===== src/rtl/svi_lane_pkg.sv =====
// Shared types and defaults for the SVI lane scatter block.
//   state_e     : scatter FSM states (StCheck is only reachable with readback enabled)
//   V_DEF       : default lane count
//   TIMEOUT_DEF : default readback timeout in CHECK cycles
package svi_lane_pkg;

  localparam int unsigned V_DEF       = 8;
  localparam int unsigned TIMEOUT_DEF = 16;

  typedef enum logic [1:0] {
    StFill,
    StCommit,
    StCheck
  } state_e;

endpackage


===== src/rtl/svi_lane_scatter_if.sv =====
// Bus bundle between the serial producer, the scatter block and the per-lane latches.
//   i_bit, i_valid, o_ready : serial bit stream handshake into the scatter block
//   o_x, o_en               : lane drive and one-cycle latch enable
//   i_y                     : lane readback
//   o_frame_done, o_err     : one-cycle frame status pulses
// Modports: slave = scatter block side, master = environment side.
interface svi_lane_scatter_if #(
  parameter int unsigned V = svi_lane_pkg::V_DEF
) ();

  logic         i_bit;
  logic         i_valid;
  logic         o_ready;
  logic [V-1:0] o_x;
  logic         o_en;
  logic [V-1:0] i_y;
  logic         o_frame_done;
  logic         o_err;

  modport slave (
    input  i_bit, i_valid, i_y,
    output o_ready, o_x, o_en, o_frame_done, o_err
  );

  modport master (
    output i_bit, i_valid, i_y,
    input  o_ready, o_x, o_en, o_frame_done, o_err
  );

endinterface


===== src/rtl/svi_lane_readback.sv =====
// Readback checker: compares lane y against the committed x and counts CHECK cycles.
//   i_clk, i_arst : clock, async active-low reset
//   i_start       : clears the counter (asserted in the COMMIT cycle)
//   i_active      : high in CHECK cycles
//   i_x, i_y      : committed frame and lane readback
//   o_match       : y equals x this cycle
//   o_timeout     : no match and this is the last allowed CHECK cycle
module svi_lane_readback
  import svi_lane_pkg::*;
#(
  parameter int unsigned V       = V_DEF,
  parameter int unsigned TIMEOUT = TIMEOUT_DEF
) (
  input  logic         i_clk,
  input  logic         i_arst,
  input  logic         i_start,
  input  logic         i_active,
  input  logic [V-1:0] i_x,
  input  logic [V-1:0] i_y,
  output logic         o_match,
  output logic         o_timeout
);

  localparam int unsigned CntW = $clog2(TIMEOUT + 1);

  logic [CntW-1:0] cnt_q, cnt_d;

  assign o_match   = (i_y == i_x);
  // Match has priority over timeout in the same cycle.
  assign o_timeout = !o_match && (cnt_q == CntW'(TIMEOUT - 1));

  always_comb begin
    cnt_d = cnt_q;
    if (i_start) begin
      cnt_d = '0;
    end else if (i_active && !o_match && !o_timeout) begin
      cnt_d = cnt_q + CntW'(1);
    end
  end

  always_ff @(posedge i_clk or negedge i_arst) begin
    if (!i_arst) begin
      cnt_q <= '0;
    end else begin
      cnt_q <= cnt_d;
    end
  end

endmodule


===== src/rtl/svi_lane_scatter.sv =====
// Producer end of a per-lane SVI bus. Serial bits accepted over valid/ready are
// scattered round-robin into V lanes (first bit -> lane 0). On the final bit the
// whole frame is committed to o_x and o_en pulses for one cycle.
// Optional readback check: define SVI_LANE_READBACK_EN to verify i_y == o_x after
// commit (o_frame_done on match, o_err on timeout). Without it o_frame_done pulses
// the cycle after commit and o_err is tied low.
//   i_clk, i_arst : clock, async active-low reset
//   bus (slave)   : i_bit/i_valid/o_ready, o_x, o_en, i_y, o_frame_done, o_err
module svi_lane_scatter
  import svi_lane_pkg::*;
#(
  parameter int unsigned V       = V_DEF,
  parameter int unsigned TIMEOUT = TIMEOUT_DEF
) (
  input  logic               i_clk,
  input  logic               i_arst,
  svi_lane_scatter_if.slave  bus
);

  localparam int unsigned IdxW = (V > 1) ? $clog2(V) : 1;
  localparam logic [IdxW-1:0] IdxLast = IdxW'(V - 1);

  state_e         state_q, state_d;
  logic [IdxW-1:0] idx_q, idx_d;
  // Bit V-1 is never written: the last lane comes straight from i_bit.
  logic [V-1:0]   shadow_q, shadow_d;
  logic [V-1:0]   x_q, x_d;
  logic           en_q, en_d;
  logic           done_q, done_d;
  logic           err_q, err_d;

`ifdef SVI_LANE_READBACK_EN
  logic chk_match;
  logic chk_timeout;

  svi_lane_readback #(
    .V       (V),
    .TIMEOUT (TIMEOUT)
  ) u_readback (
    .i_clk     (i_clk),
    .i_arst    (i_arst),
    .i_start   (state_q == StCommit),
    .i_active  (state_q == StCheck),
    .i_x       (x_q),
    .i_y       (bus.i_y),
    .o_match   (chk_match),
    .o_timeout (chk_timeout)
  );
`else
  localparam int unsigned unused_timeout = TIMEOUT;
  logic unused_y;
  assign unused_y = ^bus.i_y;
`endif

  always_comb begin
    state_d  = state_q;
    idx_d    = idx_q;
    shadow_d = shadow_q;
    x_d      = x_q;
    en_d     = 1'b0;
    done_d   = 1'b0;
    err_d    = 1'b0;

    case (state_q)
      StFill: begin
        if (bus.i_valid) begin
          if (idx_q == IdxLast) begin
            x_d        = shadow_q;
            x_d[V-1]   = bus.i_bit;
            idx_d      = '0;
            en_d       = 1'b1;
            state_d    = StCommit;
          end else begin
            shadow_d[idx_q] = bus.i_bit;
            idx_d           = idx_q + IdxW'(1);
          end
        end
      end
      StCommit: begin
`ifdef SVI_LANE_READBACK_EN
        state_d = StCheck;
`else
        done_d  = 1'b1;
        state_d = StFill;
`endif
      end
      StCheck: begin
`ifdef SVI_LANE_READBACK_EN
        if (chk_match) begin
          done_d  = 1'b1;
          state_d = StFill;
        end else if (chk_timeout) begin
          err_d   = 1'b1;
          state_d = StFill;
        end
`else
        state_d = StFill;
`endif
      end
      default: state_d = StFill;
    endcase
  end

  always_ff @(posedge i_clk or negedge i_arst) begin
    if (!i_arst) begin
      state_q  <= StFill;
      idx_q    <= '0;
      shadow_q <= '0;
      x_q      <= '0;
      en_q     <= 1'b0;
      done_q   <= 1'b0;
      err_q    <= 1'b0;
    end else begin
      state_q  <= state_d;
      idx_q    <= idx_d;
      shadow_q <= shadow_d;
      x_q      <= x_d;
      en_q     <= en_d;
      done_q   <= done_d;
      err_q    <= err_d;
    end
  end

  // Gated by reset so the producer sees no ready while the block is held in reset.
  assign bus.o_ready      = (state_q == StFill) && i_arst;
  assign bus.o_x          = x_q;
  assign bus.o_en         = en_q;
  assign bus.o_frame_done = done_q;
  assign bus.o_err        = err_q;

endmodule

===== src/flat_wrapper.sv =====
// flat-port wrapper written by rule: the top's interface ports become plain ports
module svi_lane_scatter_flat import svi_lane_pkg::*;
#(
  parameter int unsigned V       = V_DEF,
  parameter int unsigned TIMEOUT = TIMEOUT_DEF
)
  (i_clk, i_arst, bus_i_bit, bus_i_valid, bus_i_y, bus_o_ready, bus_o_x, bus_o_en, bus_o_frame_done, bus_o_err);
  svi_lane_scatter_if #(.V(V)) bus_i ();
  input  logic i_clk;
  input  logic i_arst;
  input wire logic [$bits(bus_i.i_bit)-1:0] bus_i_bit;
  input wire logic [$bits(bus_i.i_valid)-1:0] bus_i_valid;
  input wire logic [$bits(bus_i.i_y)-1:0] bus_i_y;
  output wire logic [$bits(bus_i.o_ready)-1:0] bus_o_ready;
  output wire logic [$bits(bus_i.o_x)-1:0] bus_o_x;
  output wire logic [$bits(bus_i.o_en)-1:0] bus_o_en;
  output wire logic [$bits(bus_i.o_frame_done)-1:0] bus_o_frame_done;
  output wire logic [$bits(bus_i.o_err)-1:0] bus_o_err;
  assign bus_i.i_bit = bus_i_bit;
  assign bus_i.i_valid = bus_i_valid;
  assign bus_i.i_y = bus_i_y;
  assign bus_o_ready = bus_i.o_ready;
  assign bus_o_x = bus_i.o_x;
  assign bus_o_en = bus_i.o_en;
  assign bus_o_frame_done = bus_i.o_frame_done;
  assign bus_o_err = bus_i.o_err;
  svi_lane_scatter #(.V(V), .TIMEOUT(TIMEOUT)) u_core (.i_clk(i_clk), .i_arst(i_arst), .bus(bus_i));
endmodule

===== config.mk =====
export PLATFORM = sky130hd
export DESIGN_NAME = svi_lane_scatter_flat
export DESIGN_NICKNAME = d
export VERILOG_FILES = /design/src/rtl/svi_lane_pkg.sv /design/src/rtl/svi_lane_scatter_if.sv /design/src/rtl/svi_lane_readback.sv /design/src/rtl/svi_lane_scatter.sv /design/src/flat_wrapper.sv
export SDC_FILE = /design/constraint.sdc
export NUM_CORES = 1
export LEC_CHECK = 0
export CAP_MARGIN = 20
export CELL_PAD_IN_SITES_DETAIL_PLACEMENT = 0
export CELL_PAD_IN_SITES_GLOBAL_PLACEMENT = 1
export CORE_MARGIN = 4
export CORE_UTILIZATION = 33
export DETAILED_ROUTE_END_ITERATION = 8
export PLACE_DENSITY_LB_ADDON = 0.1
export SLEW_MARGIN = 20
export SYNTH_ARGS = -nofsm -noshare
export SYNTH_HDL_FRONTEND = slang
export SYNTH_SLANG_ARGS = --single-unit

===== constraint.sdc =====
create_clock -name i_clk -period 1.9 [get_ports i_clk]
set_clock_uncertainty 0.1 [all_clocks]
set_input_delay 0.38 -clock i_clk [delete_from_list [all_inputs] [get_ports i_clk]]
set_output_delay 0.38 -clock i_clk [all_outputs]
set_load 0.005 [all_outputs]

# Word-level counts from Yosys, hierarchy flattened

Index checks and enable logic that the tools add are counted.

Order comparisons: 2
Reduce and logical (&&, ||, !) cells: 7
$add $sub $neg: 1
Eq/ne operators: 4
Bitwise gates (word level): 1
Mux-type cells: 11

Operator list:

| kind                                                                                 | number |
|---|---|
| 8-bit bitwise mux                                                                    | 1 |
| 2-bit 2-to-1 mux                                                                     | 3 |
| 3-bit AND reduction                                                                  | 2 |
| 1-bit 2-to-1 mux                                                                     | 5 |
| 3-bit by 4-bit less-than comparator with 1-bit output (second input constant)        | 1 |
| 2-bit AND reduction                                                                  | 2 |
| 3-bit by 1-bit adder with 3-bit output (second input constant)                       | 1 |
| 1-bit demux with 3-bit select                                                        | 1 |
| 3-bit == test (second input constant)                                                | 1 |
| 3-bit by 1-bit greater-or-equal comparator with 1-bit output (second input constant) | 1 |
| 3-bit 2-to-1 mux                                                                     | 1 |
| 2-bit by 1-bit == test with 1-bit output (second input constant)                     | 1 |
| 1-bit logical AND                                                                    | 2 |
| 2-bit logical NOT                                                                    | 1 |
| 2-bit by 1-bit inequality test with 1-bit output (second input constant)             | 1 |
| 2-bit inequality test (second input constant)                                        | 1 |
| 1-bit NOT                                                                            | 1 |

Bits in registers: 23
Input bits: 12
Logic and storage cells: 32
Output and inout port bits: 12

# Depth between registers and ports, before layout

Gate-level depths: netlist (run 1).

Depth in word-level cells: 5
Mapped depth: 5
Gate-level depth less buffers: 5

# Worst setup path before layout (run 1)

Ideal clock, no wire load.

Kind: register to register
From: register u_core.idx_q[0]
To: register u_core.shadow_q[6]
Library setup time: 125 ps
Data required time: 1675 ps
Arrival time: 1606 ps
Clock period less this slack: 1831 ps
Setup slack: 69 ps
Path buffers: 0
Cell stages (with the launch flop): 6
Cells stage by stage: dfrtp_1 -> ha_1 -> ha_1 -> nor4b_4 -> nand3_2 -> mux2_4

Cells in the longest elaborated chain, start to end: 5
Elaborated cells on any way between the ends: 9
Those cells by class: order compare (2); eq/ne (1); mux (3); bitwise (1); reduce/logical (2)

RTL lines:

| element                                                                                                                                                            | RTL line                | source |
|---|---|---|
| start, declared                                                                                                                                                    | svi_lane_scatter.sv:24  | `logic [IdxW-1:0] idx_q, idx_d;` |
| start signal, assigned                                                                                                                                             | svi_lane_scatter.sv:115 | `idx_q <= idx_d;` |
| 3-bit by 4-bit less-than comparator with 1-bit output (implied by the code) / 3-bit by 1-bit greater-or-equal comparator with 1-bit output (equally long branches) | svi_lane_scatter.sv:74  | `shadow_d[idx_q] = bus.i_bit;` |
| 1-bit logical AND (implied by the code)                                                                                                                            | svi_lane_scatter.sv:74  |  |
| 1-bit 2-to-1 mux (implied by the code)                                                                                                                             | svi_lane_scatter.sv:74  |  |
| 1-bit demux with 3-bit select                                                                                                                                      | -                       |  |
| 8-bit bitwise mux                                                                                                                                                  | svi_lane_scatter.sv:74  |  |
| end signal, assigned                                                                                                                                               | svi_lane_scatter.sv:116 | `shadow_q <= shadow_d;` |
| end, declared                                                                                                                                                      | svi_lane_scatter.sv:26  | `logic [V-1:0] shadow_q, shadow_d;` |

Several ways; a longest one is shown, not always the timed one.
A chain may end at the register's enable or synchronous reset.

# Worst setup path after layout (run 1)

From: register u_core.idx_q[0]
To: register u_core.shadow_q[0]

Same word-level chain as after synthesis.

==> results of run 1 <==
==> routing by layer <==
layer	track usage	wire length [um]	part of all wire	vias to the layer above
met1	0.133	682	0.46	253
met5	0	0	0	-
li1	-	-	-	263
met3	0.0298	89	0.059	2
met4	0.0464	13	0.0087	0
met2	0.157	710	0.47	11
==> power by group through the flow <==
stage / Sequential (mW) / Combinational [mW] / Clock [mW]
2_1_floorplan: 0.767 / 0.328 / 0
5_1_grt: 0.776 / 0.778 / 0.250
6_report: 0.743 / 0.698 / 0.208
3_5_place_dp: 0.747 / 0.679 / 0
3_3_place_gp: 0.740 / 0.665 / 0
4_1_cts: 0.738 / 0.680 / 0.224
==> state kept, by name, indices dropped and copies added (netlist names) <==
| signal | count |
|---|---|
| u_core.state_q | 1 |
| u_core.idx_q | 3 |
| u_core.bus.o_x | 8 |
| u_core.bus.o_frame_done | 1 |
| u_core.bus.o_en | 1 |
| u_core.shadow_q | 7 |
==> cells by family (layout without fill, tap and decap cells) <==
family | Yosys count | after routing | share of synthesized area
flops | 21 | 21 | 0.579
simple gates | 17 | 17 | 0.139
mux | 16 | 16 | 0.202
buf+inv | 4 | 28 | 0.0207
fa+ha+maj | 3 | 3 | 0.0413
compound gates | 2 | 2 | 0.0138
other cells | 1 | 1 | 0.00413
==> per-stage QoR <==
step                      std cells   util
after floorplan                  64      -
after global placement          113  0.441
after detailed placement        113  0.441
after CTS                       117  0.452
after global routing            118  0.464
final                           118  0.464
==> cell usage in the layout (no fill, tap or decap), types with 2 or more instances in the layout <==
cell,instances
nor2b_1,3
clkdlybuf4s50_1,13
dfrtp_1,21
buf_4,7
inv_1,3
clkbuf_4,3
nand2_1,6
mux2_1,2
mux2_2,12
mux2_4,2
==> worst max-delay path by stage <==
stage	startpoint	slack, ps	to
final	u_core.idx_q[0]$_DFFE_PN0P_	90	u_core.shadow_q[0]$_DFFE_PN0P_
after global routing	u_core.idx_q[1]$_DFFE_PN0P_	6	u_core.shadow_q[0]$_DFFE_PN0P_
after CTS	u_core.idx_q[0]$_DFFE_PN0P_	10	u_core.shadow_q[0]$_DFFE_PN0P_
after detailed placement	i_arst	-90	bus_o_ready
after global placement	i_arst	-100	bus_o_ready
after floorplan	u_core.idx_q[0]$_DFFE_PN0P_	70	u_core.shadow_q[6]$_DFFE_PN0P_
==> worst register-to-register path, cell delays in order, from the launching register on <==
cell	delay [ps]
dfrtp_1	410
ha_2	200
ha_4	170
nor4b_4	400
nand2_1	110
mux2_1	320
==> layout make-up <==
| cell class | instances | share of cell area |
|---|---|---|
| Multi-Input combinational cell | 39 | 0.329 |
| Sequential cell | 21 | 0.445 |
| Tap cell | 30 | 0.0318 |
| Clock buffer | 4 | 0.0223 |
| Inverter | 3 | 0.00954 |
| Timing Repair Buffer | 21 | 0.162 |
==> repair_timing <==
item	in CTS	in global routing
setup endpoints to repair	5	4
pin swaps	1	4
gates resized for setup	2	4
buffers inserted	0	1
==> reports/metrics.cfg, run 1 <==
[run_status]
status=finished, final reports clean

[synth]
synthTopCellsByCount=dfrtp_1, mux2_2, nand2_1
synth_area_sq_um=908
ys_seq_area_frac=0.579
synth_top_area_cell=dfrtp_1
synth_top_cell_area_share=0.579
synth.avg_cell_area_sq_um=14.2
syn_inst=64
synth_most_common_cell=dfrtp_1
synthFlopType=dfrtp_1
ys_warn_count=0
ys_top_cells_by_area=dfrtp_1, mux2_2, ha_1, mux2_1, nor4b_4
synth_seq_cells=21
synth-edff-count=0
syn_nets=79
synth_cell_types=20
async_reset_ff_frac=1.00

[detailed_routing]
wirelength_um=1500
ant_nets=0
num_vias=529
post-route-drc-count=0
drt-pass1-iter-count=4
wl_per_cell_um=12.7
vias_per_cell=4.48
drtIter0Drc=5

[power_and_ir_drop]
p_switching_mw=0.472
p_comb_frac=0.423
power_frac_seq=0.451
leakage_nw=0.550
p_per_area_nw_per_um2=1400
intPower_mw=1.18
power_mw=1.65
ir_drop_uv=617
clock_power_share=0.126
swShare=0.286

[clocking]
insertion_delay_ps=290
clock_sinks=21
path_clk_slew_ps=110
cts_root_buf=clkbuf_4
cts_max_path_buffers=2
cts-buffers-inserted=3
cts-hold-fix-buffers=0
cts_tree=built
cts_max_level=1

[setup_path]
cp_slowest_cell=dfrtp_1
slowest_delay_ps=410
critical_path_depth=5
r2r-end=u_core.shadow_q[0]$_DFFE_PN0P_
r2r_start=u_core.idx_q[0]$_DFFE_PN0P_
crit_buf_inv=0
crit_family=simple AND/OR/NAND/NOR gates
required_ps=1990
path_class=reg2reg
start_kind=register
r2r_cells=5
rrSetupSlack_ps=90
crit_chain=ha_2 > ha_4 > nor4b_4 > nand2_1 > mux2_1
crit_fanout=5
cp-end-kind=register
cp.arrival_ps=1900

[floorplanning]
fp.dieArea_sq_um=3660
rows=18
fp.coreArea_sq_um=2540
start_util=0.357
num_io_pins=24
die_w_um=60.5
die_h_um=60.5

[grt]
grt_overflow=0
grt_pass1_vias=557
antenna_found_initial=0
grt_first_pass_wirelength_um=2680
grt_start_max_net_pins=22
grt_usage=0.102

[timing]
max_freq_mhz=551
setup_viol_count_final=0
hold_ws_ps=369
fin_crit_ps=1810
rsz0062_at_grt=false
setup_ws_ps=86.3
slew_violations=0
hold_viol_final=0
setup-tns-final_ps=0
period_share=0.955

[place]
io_buffer_count=14
place_hpwl_um=1080
post_dp_cell_area_sq_um=1120
gp_congestion=0.643
dpl_worst_slack_ps=-93.3

[cells_and_area]
drive_gt1_frac=0.364
fillers=255
multi_input_area_sq_um=388
syn2layout_area_growth_pct=29.9
regArea_sq_um=526
final_nets=104
diodes=0
fin_area_sq_um=1180

[worst_hold_path]
hp-class=in2async

[run]
drv_cap=0

Note: power is estimated with default switching activity, not from simulation.
==> run 2, diff against run 1 <==
CAP_MARGIN = 5   (was 20)
SLEW_MARGIN = 15   (was 20)
==> results of run 2 <==
No change in the layout: final DEF, timing and power equal those of run 1.
